$ cat config.mk
export PLATFORM = sky130hd
export DESIGN_NAME = wb_arb2
export DESIGN_NICKNAME = d
export VERILOG_FILES = /design/src/rtl/wb_arb_pkg.sv /design/src/rtl/wb_arb2_mux.sv /design/src/rtl/wb_arb2.sv
export SDC_FILE = /design/constraint.sdc
export NUM_CORES = 1
export LEC_CHECK = 0
export ABC_AREA = 0
export CORE_MARGIN = 1
export CORE_UTILIZATION = 35
export CTS_CLUSTER_DIAMETER = 120
export DETAILED_ROUTE_END_ITERATION = 10
export PLACE_DENSITY = 0.69
export SLEW_MARGIN = 25
export SYNTH_ARGS = -nofsm -noshare
export SYNTH_HDL_FRONTEND = slang
export SYNTH_HIERARCHICAL = 1
export SYNTH_SLANG_ARGS = --single-unit
$ cat constraint.sdc
create_clock -name clk -period 2.28 [get_ports clk]
set_input_delay 0.57 -clock clk [delete_from_list [all_inputs] [get_ports clk]]
set_output_delay 0.57 -clock clk [all_outputs]
set_load 0.01 [all_outputs]
$ cat src/rtl/wb_arb_pkg.sv
// Shared types and constants for the two-requester Wishbone-style arbiter.
package wb_arb_pkg;

    typedef enum logic {
        EMPTY = 1'b0,
        FULL  = 1'b1
    } state_t;

    localparam logic SRC_0 = 1'b0;
    localparam logic SRC_1 = 1'b1;

endpackage

$ cat src/rtl/wb_arb2_mux.sv
// Parameterised 2:1 payload multiplexer.
module wb_arb2_mux #(
    parameter int WIDTH = 16
) (
    input  logic             sel,
    input  logic [WIDTH-1:0] d0,
    input  logic [WIDTH-1:0] d1,
    output logic [WIDTH-1:0] y
);

    always_comb begin
        y = sel ? d1 : d0;
    end

endmodule

$ cat src/rtl/wb_arb2.sv
// Two-requester round-robin arbiter feeding a single registered output slot,
// with per-requester grant counters.
module wb_arb2
    import wb_arb_pkg::*;
#(
    parameter int WIDTH = 16,
    parameter int CNTW  = 8
) (
    input  logic             clk,
    input  logic             rst_n,
    input  logic             req0_valid,
    input  logic [WIDTH-1:0] req0_data,
    output logic             req0_ready,
    input  logic             req1_valid,
    input  logic [WIDTH-1:0] req1_data,
    output logic             req1_ready,
    output logic             out_valid,
    output logic [WIDTH-1:0] out_data,
    output logic             out_src,
    input  logic             out_ready,
    output logic [CNTW-1:0]  gnt_cnt0,
    output logic [CNTW-1:0]  gnt_cnt1
);

    state_t           state, state_nxt;
    logic             prio;
    logic             accept;
    logic             gnt0, gnt1, gnt_any;
    logic [WIDTH-1:0] sel_data;

    always_comb begin
        state_nxt = state;
        accept    = (state == EMPTY) || out_ready;
        gnt0      = accept && req0_valid && (!req1_valid || (prio == SRC_0));
        gnt1      = accept && req1_valid && (!req0_valid || (prio == SRC_1));
        gnt_any   = gnt0 || gnt1;
        if (gnt_any) begin
            state_nxt = FULL;
        end else if ((state == FULL) && out_ready) begin
            state_nxt = EMPTY;
        end
    end

    // Ready is masked by reset: state is already EMPTY then, so accept alone would leak.
    assign req0_ready = gnt0 && rst_n;
    assign req1_ready = gnt1 && rst_n;
    assign out_valid  = (state == FULL);

    wb_arb2_mux #(
        .WIDTH(WIDTH)
    ) u_mux (
        .sel(gnt1),
        .d0 (req0_data),
        .d1 (req1_data),
        .y  (sel_data)
    );

    always_ff @(posedge clk or negedge rst_n) begin
        if (!rst_n) begin
            state    <= EMPTY;
            out_data <= '0;
            out_src  <= SRC_0;
            prio     <= SRC_0;
            gnt_cnt0 <= '0;
            gnt_cnt1 <= '0;
        end else begin
            state <= state_nxt;
            if (gnt_any) begin
                out_data <= sel_data;
                out_src  <= gnt1 ? SRC_1 : SRC_0;
                prio     <= gnt1 ? SRC_0 : SRC_1;
            end
            if (gnt0) begin
                gnt_cnt0 <= gnt_cnt0 + CNTW'(1);
            end
            if (gnt1) begin
                gnt_cnt1 <= gnt_cnt1 + CNTW'(1);
            end
        end
    end

endmodule

==> Word level (Yosys, flattened, before mapping) <==
Cells that the tools add are included.
{ "totals": {"regBits": 35, "latch_bits": 0, "ramBits": 0, "mem_bits_ro": 0, "inputBits": 37, "output_inout_bits": 36, "elab_cells": 29, "mem_count": 0} }
{ "op_classes": {"n_addsub": 2, "multipliers": 0, "n_div": 0, "order_cmp": 0, "n_eq_ne": 0, "shifts": 0, "mux": 5, "bitwise": 2, "n_reduce_logical": 14} }
{ "op_table": {"columns": ["cell", "count"], "rows": [
  ["adder 8 x 1 -> 8 bit, second input constant", 2],
  ["2-to-1 mux 16 bit", 1],
  ["logical AND 1 bit", 7],
  ["logical OR 1 bit", 4],
  ["2-to-1 mux 1 bit", 4],
  ["zero test 1 bit", 2],
  ["NOT 1 bit", 2],
  ["nonzero test 2 bit", 1]
]} }

==> Depth between registers and ports, before layout <==
Gate-level depths: netlist (run 1).
{ "logic_depth": {"ltp_word": 6, "depth_mapped": 7, "ltp_nobuf": 4} }

==> Modules after synthesis <==
The synthesis (run 1) kept the hierarchy.
{ "modules_own_cells": {"columns": ["module", "instances", "cells_each", "area_per_inst_um2"], "rows": [
  ["wb_arb2", 1, 107, 1497.7],
  ["wb_arb2_mux", 1, 18, 249.0]
]} }

==> Worst setup path after synthesis (run 1) <==
OpenSTA, ideal clock, no wires.
{ "synth_timing": {"path_kind": "input to register", "start": "input port out_ready", "end": "register out_data[14]", "t_arrival_ps": 1891, "slack_ps": 264, "cell_stages": 7, "path_cell_list": "nand2b_4 and3_2 buf_4 buf_6 buf_12 mux2_4 mux2_2"} }
{ "synth_via": {"elab_chain_len": 4, "elab_cells_between_ends": 7, "classes_between": "mux: 1; reduce/logical: 6"} }
{ "synth_lines": {"columns": ["element", "line", "rtl"], "rows": [
  ["from (decl)", "wb_arb2.sv:20", "input logic out_ready,"],
  ["logical OR 1 bit", "wb_arb2.sv:33", "accept = (state == EMPTY) || out_ready;"],
  ["logical AND 1 bit (2 in series)", "wb_arb2.sv:35", "gnt1 = accept && req1_valid && (!req0_valid || (prio == SRC_1));"],
  ["net gnt1", "wb_arb2.sv:28", "logic gnt0, gnt1, gnt_any;"],
  ["2-to-1 mux 16 bit", "wb_arb2_mux.sv:12", "y = sel ? d1 : d0;"],
  ["net sel_data[14]", "wb_arb2.sv:29", "logic [WIDTH-1:0] sel_data;"],
  ["to (signal assigned)", "wb_arb2.sv:69", "out_data <= sel_data;"],
  ["to (decl)", "wb_arb2.sv:18", "output logic [WIDTH-1:0] out_data,"]
]} }
The timed path passes the listed nets, and every way through them passes these cells.
A chain may end at the register's enable or synchronous reset.

==> Worst setup path after layout (run 1) <==
{ "layout_timing": {"start": "input port out_ready", "end": "output port req1_ready"} }
{ "layout_via": {"elab_chain_len": 4} }
{ "layout_lines": {"columns": ["element", "line", "rtl"], "rows": [
  ["logical OR 1 bit", "wb_arb2.sv:33", null],
  ["logical AND 1 bit (2 in series)", "wb_arb2.sv:35", null],
  ["logical AND 1 bit", "wb_arb2.sv:46", "assign req1_ready = gnt1 && rst_n;"],
  ["to (decl)", "wb_arb2.sv:16", "output logic req1_ready,"]
]} }
Every way passes these cells.

==> summary.txt, run 1 <==
STA
  • Tmin final: 2.18 ns
  • Max Slew Vio Count: 0
  • Sum Neg Setup Slack: 0 ns
  • Fin. Hold Viols: 0
  • # setup viols final: 0
  • Min Hold Slack: 0.290 ns
  • Slew @ Worst Pin: 0.376 ns
  • Unrepaired setup endpoints after global routing: no
  • Fmax: about 0.46 GHz
  • Max transition margin: 0.749
  • Worst Clk Skew: 0.00391 ns
  • Final clock period utilization by the worst path: 0.957

Clocking
  • # H-tree levels: 2
  • CTS Buffer Depth: 2
  • Latest clock arrival within the worst-skew pair: 0.28 ns
  • CTS tree: done
  • Clk sink count: 35
  • Clock root buffer: clkbuf_8
  • Clock-pin slew on the worst setup and hold paths: approximately 0.070 ns
  • TritonCTS Buffers: 5

Global route
  • Global-route wire length before repair: 6350 um
  • Gr ovfl total: 0
  • Met3 Use GR: 0.0539
  • GRT Overall Usage: 0.160
  • Initial antenna violation count: 0
  • Met2 GRT Util: 0.270
  • Pin count of the biggest net entering global routing: 26
  • Met1 global-route usage: 0.188
  • Grt peak-use layer: met2
  • Vias in the first global route: 1383

Cells and area
  • Final non-filler cell total: around 280
  • Finished Cell Area: 2640 um^2
  • Most frequent cells in the layout: clkdlybuf4s50_1 (67), dfrtp_1 (35), mux2_4 (20)
  • Most common library cell in the layout ignoring fill and taps: clkdlybuf4s50_1
  • Ant. Diodes: 0
  • Final core utilization: 0.556
  • Layout net count: between 200 and 250
  • Area grow syn2layout: 51.3%
  • Layout cells sized above 1: 0.264

Routing
  • Drt initial violations: between 40 and 50
  • WL per Instance: approximately 14 um
  • Routed wire length: slightly below 4000 um
  • Post-route ant nets: 0
  • Iteration count of the initial detailed-routing pass: 4
  • # DRC: 0
  • Vias: around 1300
  • DR vias/cell: ~4.8

Placed design
  • RePlAce Congestion: 0.761
  • Post-place instance area: 2550 um^2
  • Post-detail-place hpwl: 2900 um
  • Placed Instances: 267
  • IO buf count: 72

Critical path
  • Crit-path max FO: 4
  • Crit path required time: 1.71 ns
  • Critical Path AT: 1.61 ns
  • WS Path Type: in -> out
  • Type of origin of the critical path: input port
  • Critical Path Sink Type: output port

Power
  • Comb power frac: 0.357
  • P_leak: around 0.0011 uW
  • Sw frac: 0.294
  • Clock share of power: 0.218
  • Int Power: 1550 uW
  • Reg power frac: 0.425
  • Power per cell area: 831 nW/um^2
  • Switch Pwr: roughly 650 uW
  • Peak supply drop: 0.000424 V

Synthesis
  • FF+latch count, synth: 35
  • Synth async-reset ratio: 1.00
  • Average size of a mapped cell: 14.0 um^2
  • Distinct cells, synth: 25
  • Yosys synthesis warning count: 6
  • Post-synth EDFFs: 0
  • Syn Nets: 164
  • Cell area after synthesis: 1750 um^2
  • Synth Flop Type: dfrtp_1
  • Post-Synthesis Cells: about 130
  • Seq/Total Area, Yosys: 0.501

Floorplan
  • Die W: 72.6 um
  • Row count: 25
  • Core box area: ~4800 um^2
  • Initial Util: 0.367
  • Die height: between 70 and 80 um
  • # IOs: 73
  • Die area: 5280 um^2

Job
  • Max-cap viol count: 0

Status
  • Status: finished, final reports clean

Min path
  • Worst hold path type: in -> async
[synth_stat cells, types with 2 or more instances]
master	n	share of area
buf_6	2	0.013
mux2_4	20	0.17
nand4_1	7	0.025
mux2_2	13	0.084
nand3_1	3	0.0086
and3_1	2	0.0072
ha_1	2	0.014
xnor2_1	11	0.055
dfrtp_1	35	0.50
nand2_1	9	0.019
and3_2	2	0.0086
and2_1	2	0.0072
nor3_1	2	0.0057
buf_12	2	0.023
xor2_1	3	0.015
[cell families (layout without fill, tap and decap cells)]
family                     count (synthesis)  after routing  share of synthesized area
AOI/OAI and AO/OA                          4              4                     0.0150
xor gates and xnor gates                  14             14                     0.0702
adders and majority gates                  2              2                     0.0143
buffers and inverters                      6             89                     0.0430
DFF                                       35             35                      0.501
muxes                                     33             33                      0.256
and+or+nand+nor                           31             31                      0.100
[sequential cells by signal, summed over array words and instances, names as in the netlist]
register   cells
gnt_cnt0       8
out_data      16
out_src        1
prio           1
gnt_cnt1       8
out_valid      1
[critical path, cell delays in order]
cell,delay (ns)
clkdlybuf4s50_1,0.40
nand2b_4,0.15
and3_2,0.21
and2_1,0.15
buf_2,0.13
[power groups by stage]
stage                     logic [uW]  clock network, uW  registers (uW)
after detailed placement         792                  0             939
after global routing             840                527             964
after floorplan                  300                  0             985
final                            784                479             932
after global placement           776                  0             929
after CTS                        798                495             932
[layout make-up]
class | instances | area [um^2]
fillers | 422 | 2110
flip-flops and latches | 35 | 876
multi-input cells | 84 | 796
repair buffers | 81 | 787
clock buffers | 8 | 100
well taps | 67 | 83.8
[metal layers]
metal	part of all wire	vias to the layer above
li1	-	603
met1	0.44	638
met2	0.46	59
met3	0.093	8
met4	0.014	0
met5	0	-
[metrics by stage]
stage	setup slack [ns]	power, uW
2_1_floorplan	0.264	1280
3_3_place_gp	-0.268	1700
3_5_place_dp	-0.291	1730
4_1_cts	0.00401	2230
5_1_grt	0.0641	2330
6_report	0.0978	2200
[what timing repair did]
action | CTS | global route
setup endpoints to repair | 2 | 2
hold buffers | 0 | 0
hold endpoints to repair | 0 | 0
buffers inserted | 0 | 0
gates resized for setup | 6 | 3
cloned | 0 | 0
[final timing paths]
kind                             start            to  slack, ns  depth (start not counted)
max                          out_ready    req1_ready        0.1                          5
max in group asynchronous        rst_n  out_data[13]       1.69                          2
min in group clk           gnt_cnt0[7]   gnt_cnt0[7]       0.48                          1
min reg2reg                gnt_cnt0[7]   gnt_cnt0[7]       0.48                          1
min                              rst_n   gnt_cnt1[5]       0.29                          2
max reg2reg                  out_valid   out_data[1]       0.48                          5
Note: power is estimated with default switching activity, not from simulation.
==> run 2: changes to the inputs <==
--- a/config.mk
+++ b/config.mk
@@ -6,6 +6,7 @@
 export NUM_CORES = 1
 export LEC_CHECK = 0
 export ABC_AREA = 0
+export CAP_MARGIN = 20
 export CORE_MARGIN = 1
 export CORE_UTILIZATION = 35
 export CTS_CLUSTER_DIAMETER = 120
==> results of run 2 <==
No change in the layout: final DEF, timing and power equal those of run 1.
==> run 3: changes to the inputs <==
--- a/config.mk
+++ b/config.mk
@@ -12,7 +12,7 @@
 export CTS_CLUSTER_DIAMETER = 120
 export DETAILED_ROUTE_END_ITERATION = 10
 export PLACE_DENSITY = 0.69
-export SLEW_MARGIN = 25
+export SLEW_MARGIN = 10
 export SYNTH_ARGS = -nofsm -noshare
 export SYNTH_HDL_FRONTEND = slang
 export SYNTH_HIERARCHICAL = 1
==> constraint.sdc (replaced) <==
create_clock -name clk -period 2.3 [get_ports clk]
set_input_delay 0.575 -clock clk [delete_from_list [all_inputs] [get_ports clk]]
set_output_delay 0.575 -clock clk [all_outputs]
set_load 0.01 [all_outputs]
==> summary.txt, run 3 (synthesized netlist as in run 1, its figures left out) <==
Routing
  • Vias: 1273 (was 1308)
  • Routed wire length: 3990 um (was 3950 um)
  • WL per Instance: 14.5 um (was 14.4 um)
  • # DRC: 0 (unchanged)
  • DR vias/cell: 4.63 (was 4.76)
  • Drt initial violations: 22 (was 42)
  • Iteration count of the initial detailed-routing pass: 4 (unchanged)
  • Post-route ant nets: 0 (unchanged)

Floorplan
  • Die height: 72.6 um (unchanged)
  • Die area: 5280 um^2 (unchanged)
  • Row count: 25 (unchanged)
  • Initial Util: 0.367 (unchanged)
  • # IOs: 73 (unchanged)
  • Core box area: 4750 um^2 (unchanged)
  • Die W: 72.6 um (unchanged)

Critical path
  • Crit path required time: 1.73 ns (was 1.71 ns)
  • WS Path Type: in -> out (unchanged)
  • Slowest CP cell: clkdlybuf4s50_1 (unchanged)
  • Biggest cell delay along the critical path: 0.40 ns (about the same)
  • Reg2Reg Setup Slack: 0.51 ns (was 0.48 ns)
  • Type of origin of the critical path: input port (unchanged)
  • Critical Path Sink Type: output port (unchanged)
  • Critical Path AT: 1.61 ns (about the same)
  • Crit-path max FO: 4 (unchanged)
  • Sequence of cells on the critical path: clkdlybuf4s50_1 > nand2b_4 > and3_2 > and2_1 > clkbuf_2 (was clkdlybuf4s50_1 > nand2b_4 > and3_2 > and2_1 > buf_2)

Clocking
  • # H-tree levels: 2 (unchanged)
  • Clock root buffer: clkbuf_8 (unchanged)
  • Clock-pin slew on the worst setup and hold paths: 0.07 ns (about the same)
  • CTS Buffer Depth: 2 (unchanged)
  • Latest clock arrival within the worst-skew pair: 0.28 ns (about the same)
  • Setup Fix Bufs, Post-CTS: 0 (unchanged)
  • CTS tree: done (unchanged)
  • Clk sink count: 35 (unchanged)
  • TritonCTS Buffers: 5 (unchanged)

Job
  • Max-cap viol count: 0 (unchanged)

STA
  • Fin. Hold Viols: 0 (unchanged)
  • Worst Clk Skew: 0.00331 ns (was 0.00391 ns)
  • Min Hold Slack: 0.309 ns (was 0.290 ns)
  • Max Slew Vio Count: 0 (unchanged)
  • Max transition margin: 0.757 (was 0.749)
  • Final clock period utilization by the worst path: 0.950
  • Slew @ Worst Pin: 0.365 ns (was 0.376 ns)
  • Fmax: 0.457 GHz
  • Tmin final: ~2.2 ns
  • # setup viols final: 0 (unchanged)
  • Unrepaired setup endpoints after global routing: no (unchanged)

Placed design
  • IO buf count: 72 (unchanged)
  • Placed Instances: 267 (unchanged)
  • Post-detail-place hpwl: 2880 um (was 2900 um)
  • RePlAce Congestion: 0.761 (about the same)

Cells and area
  • Ant. Diodes: 0 (unchanged)
  • Final non-filler cell total: 275 (unchanged)
  • Biggest regs: out_data (16), gnt_cnt0 (8), gnt_cnt1 (8) (unchanged)
  • Area grow syn2layout: 51.1% (was 51.3%)
  • Reg with most FFs: out_data (unchanged)
  • Max reg flops: 16 (unchanged)
  • Most common library cell in the layout ignoring fill and taps: clkdlybuf4s50_1 (unchanged)
  • Most frequent cells in the layout: clkdlybuf4s50_1 (68), dfrtp_1 (35), mux2_4 (20) (was clkdlybuf4s50_1 (67), dfrtp_1 (35), mux2_4 (20))
  • Layout cells sized above 1: 0.264 (unchanged)
  • Layout net count: 246 (unchanged)

Power
  • Peak supply drop: 0.000428 V (was 0.000424 V)
  • Power per cell area: 823 nW/um^2 (was 831 nW/um^2)
  • P_leak: 0.00114 uW (was 0.00115 uW)

Global route
  • Gr ovfl total: 0 (unchanged)
  • Initial antenna violation count: 0 (unchanged)
  • Vias in the first global route: 1358 (was 1383)
  • Global-route wire length before repair: 6530 um (was 6350 um)
  • GRT Overall Usage: 0.165 (was 0.160)
  • Pin count of the biggest net entering global routing: 26 (unchanged)

Min path
  • Worst hold path type: in -> async (unchanged)

Status
  • Status: finished, final reports clean (unchanged)
[run 3: cell count changes in the layout (fill, tap and decap cells not counted), sizes merged]
cell / previous run / this run
clkdlybuf4s50: 67 / 68
dlymetal6s2s: 1 / 0
buf: 11 / 10
clkbuf: 9 / 10
[run 3: final timing paths]
kind / from / to / cells past startpoint
hold reg to reg: gnt_cnt0[7] / gnt_cnt0[7] / 1
max in group asynchronous: rst_n / out_data[6] / 2
hold / removal: rst_n / gnt_cnt1[0] / 2
setup / recovery: out_ready / req1_ready / 5
setup reg to reg: out_valid / out_data[1] / 5
min in group clk: gnt_cnt0[7] / gnt_cnt0[7] / 1
[run 3: critical path: cells and delay by family]
kind | cells | cell delay, ns
and+or+nand+nor | 3 | 0.51
buffers and inverters | 2 | 0.52
[run 3: cell type report]
cell class,count,area [um^2]
multi-input combinational,84,796
sequential,35,876
tap,67,83.8
clock buffer,8,100
timing repair buffer,81,785
fill,442,2110
[run 3: stage by stage]
| stage | util | TNS (ns) | setup WS, ns | power (uW) | instance area, um^2 |
|---|---|---|---|---|---|
| 5_1_grt | 0.555 | 0 | 0.0614 | 2320 | 2640 |
| 3_3_place_gp | 0.537 | -2.19 | -0.258 | 1690 | 2550 |
| 6_report | 0.555 | 0 | 0.114 | 2170 | 2640 |
| 2_1_floorplan | - | 0 | 0.279 | 1270 | 1750 |
| 4_1_cts | 0.557 | 0 | 0.000421 | 2210 | 2650 |
| 3_5_place_dp | 0.537 | -2.80 | -0.278 | 1720 | 2550 |
[run 3: metal layers]
metal,vias up,GRT usage,wire [um]
met2,55,0.259,1780
li1,603,-,-
met3,6,0.0704,379
met5,-,0,0
met4,0,0.0458,46
met1,609,0.210,1780
[run 3: report_power, final]
group / internal [uW] / leakage (uW) / switching (uW)
Combinational: 498 / 0.000667 / 277
Sequential: 764 / 0.000420 / 159
Clock: 273 / 0.0000515 / 201
Total: 1540 / 0.00114 / 638
[run 3: repair_timing]
action	CTS	global route
gates resized for setup	5	2
hold buffers	0	0
endpoints found under the setup margin	2	2
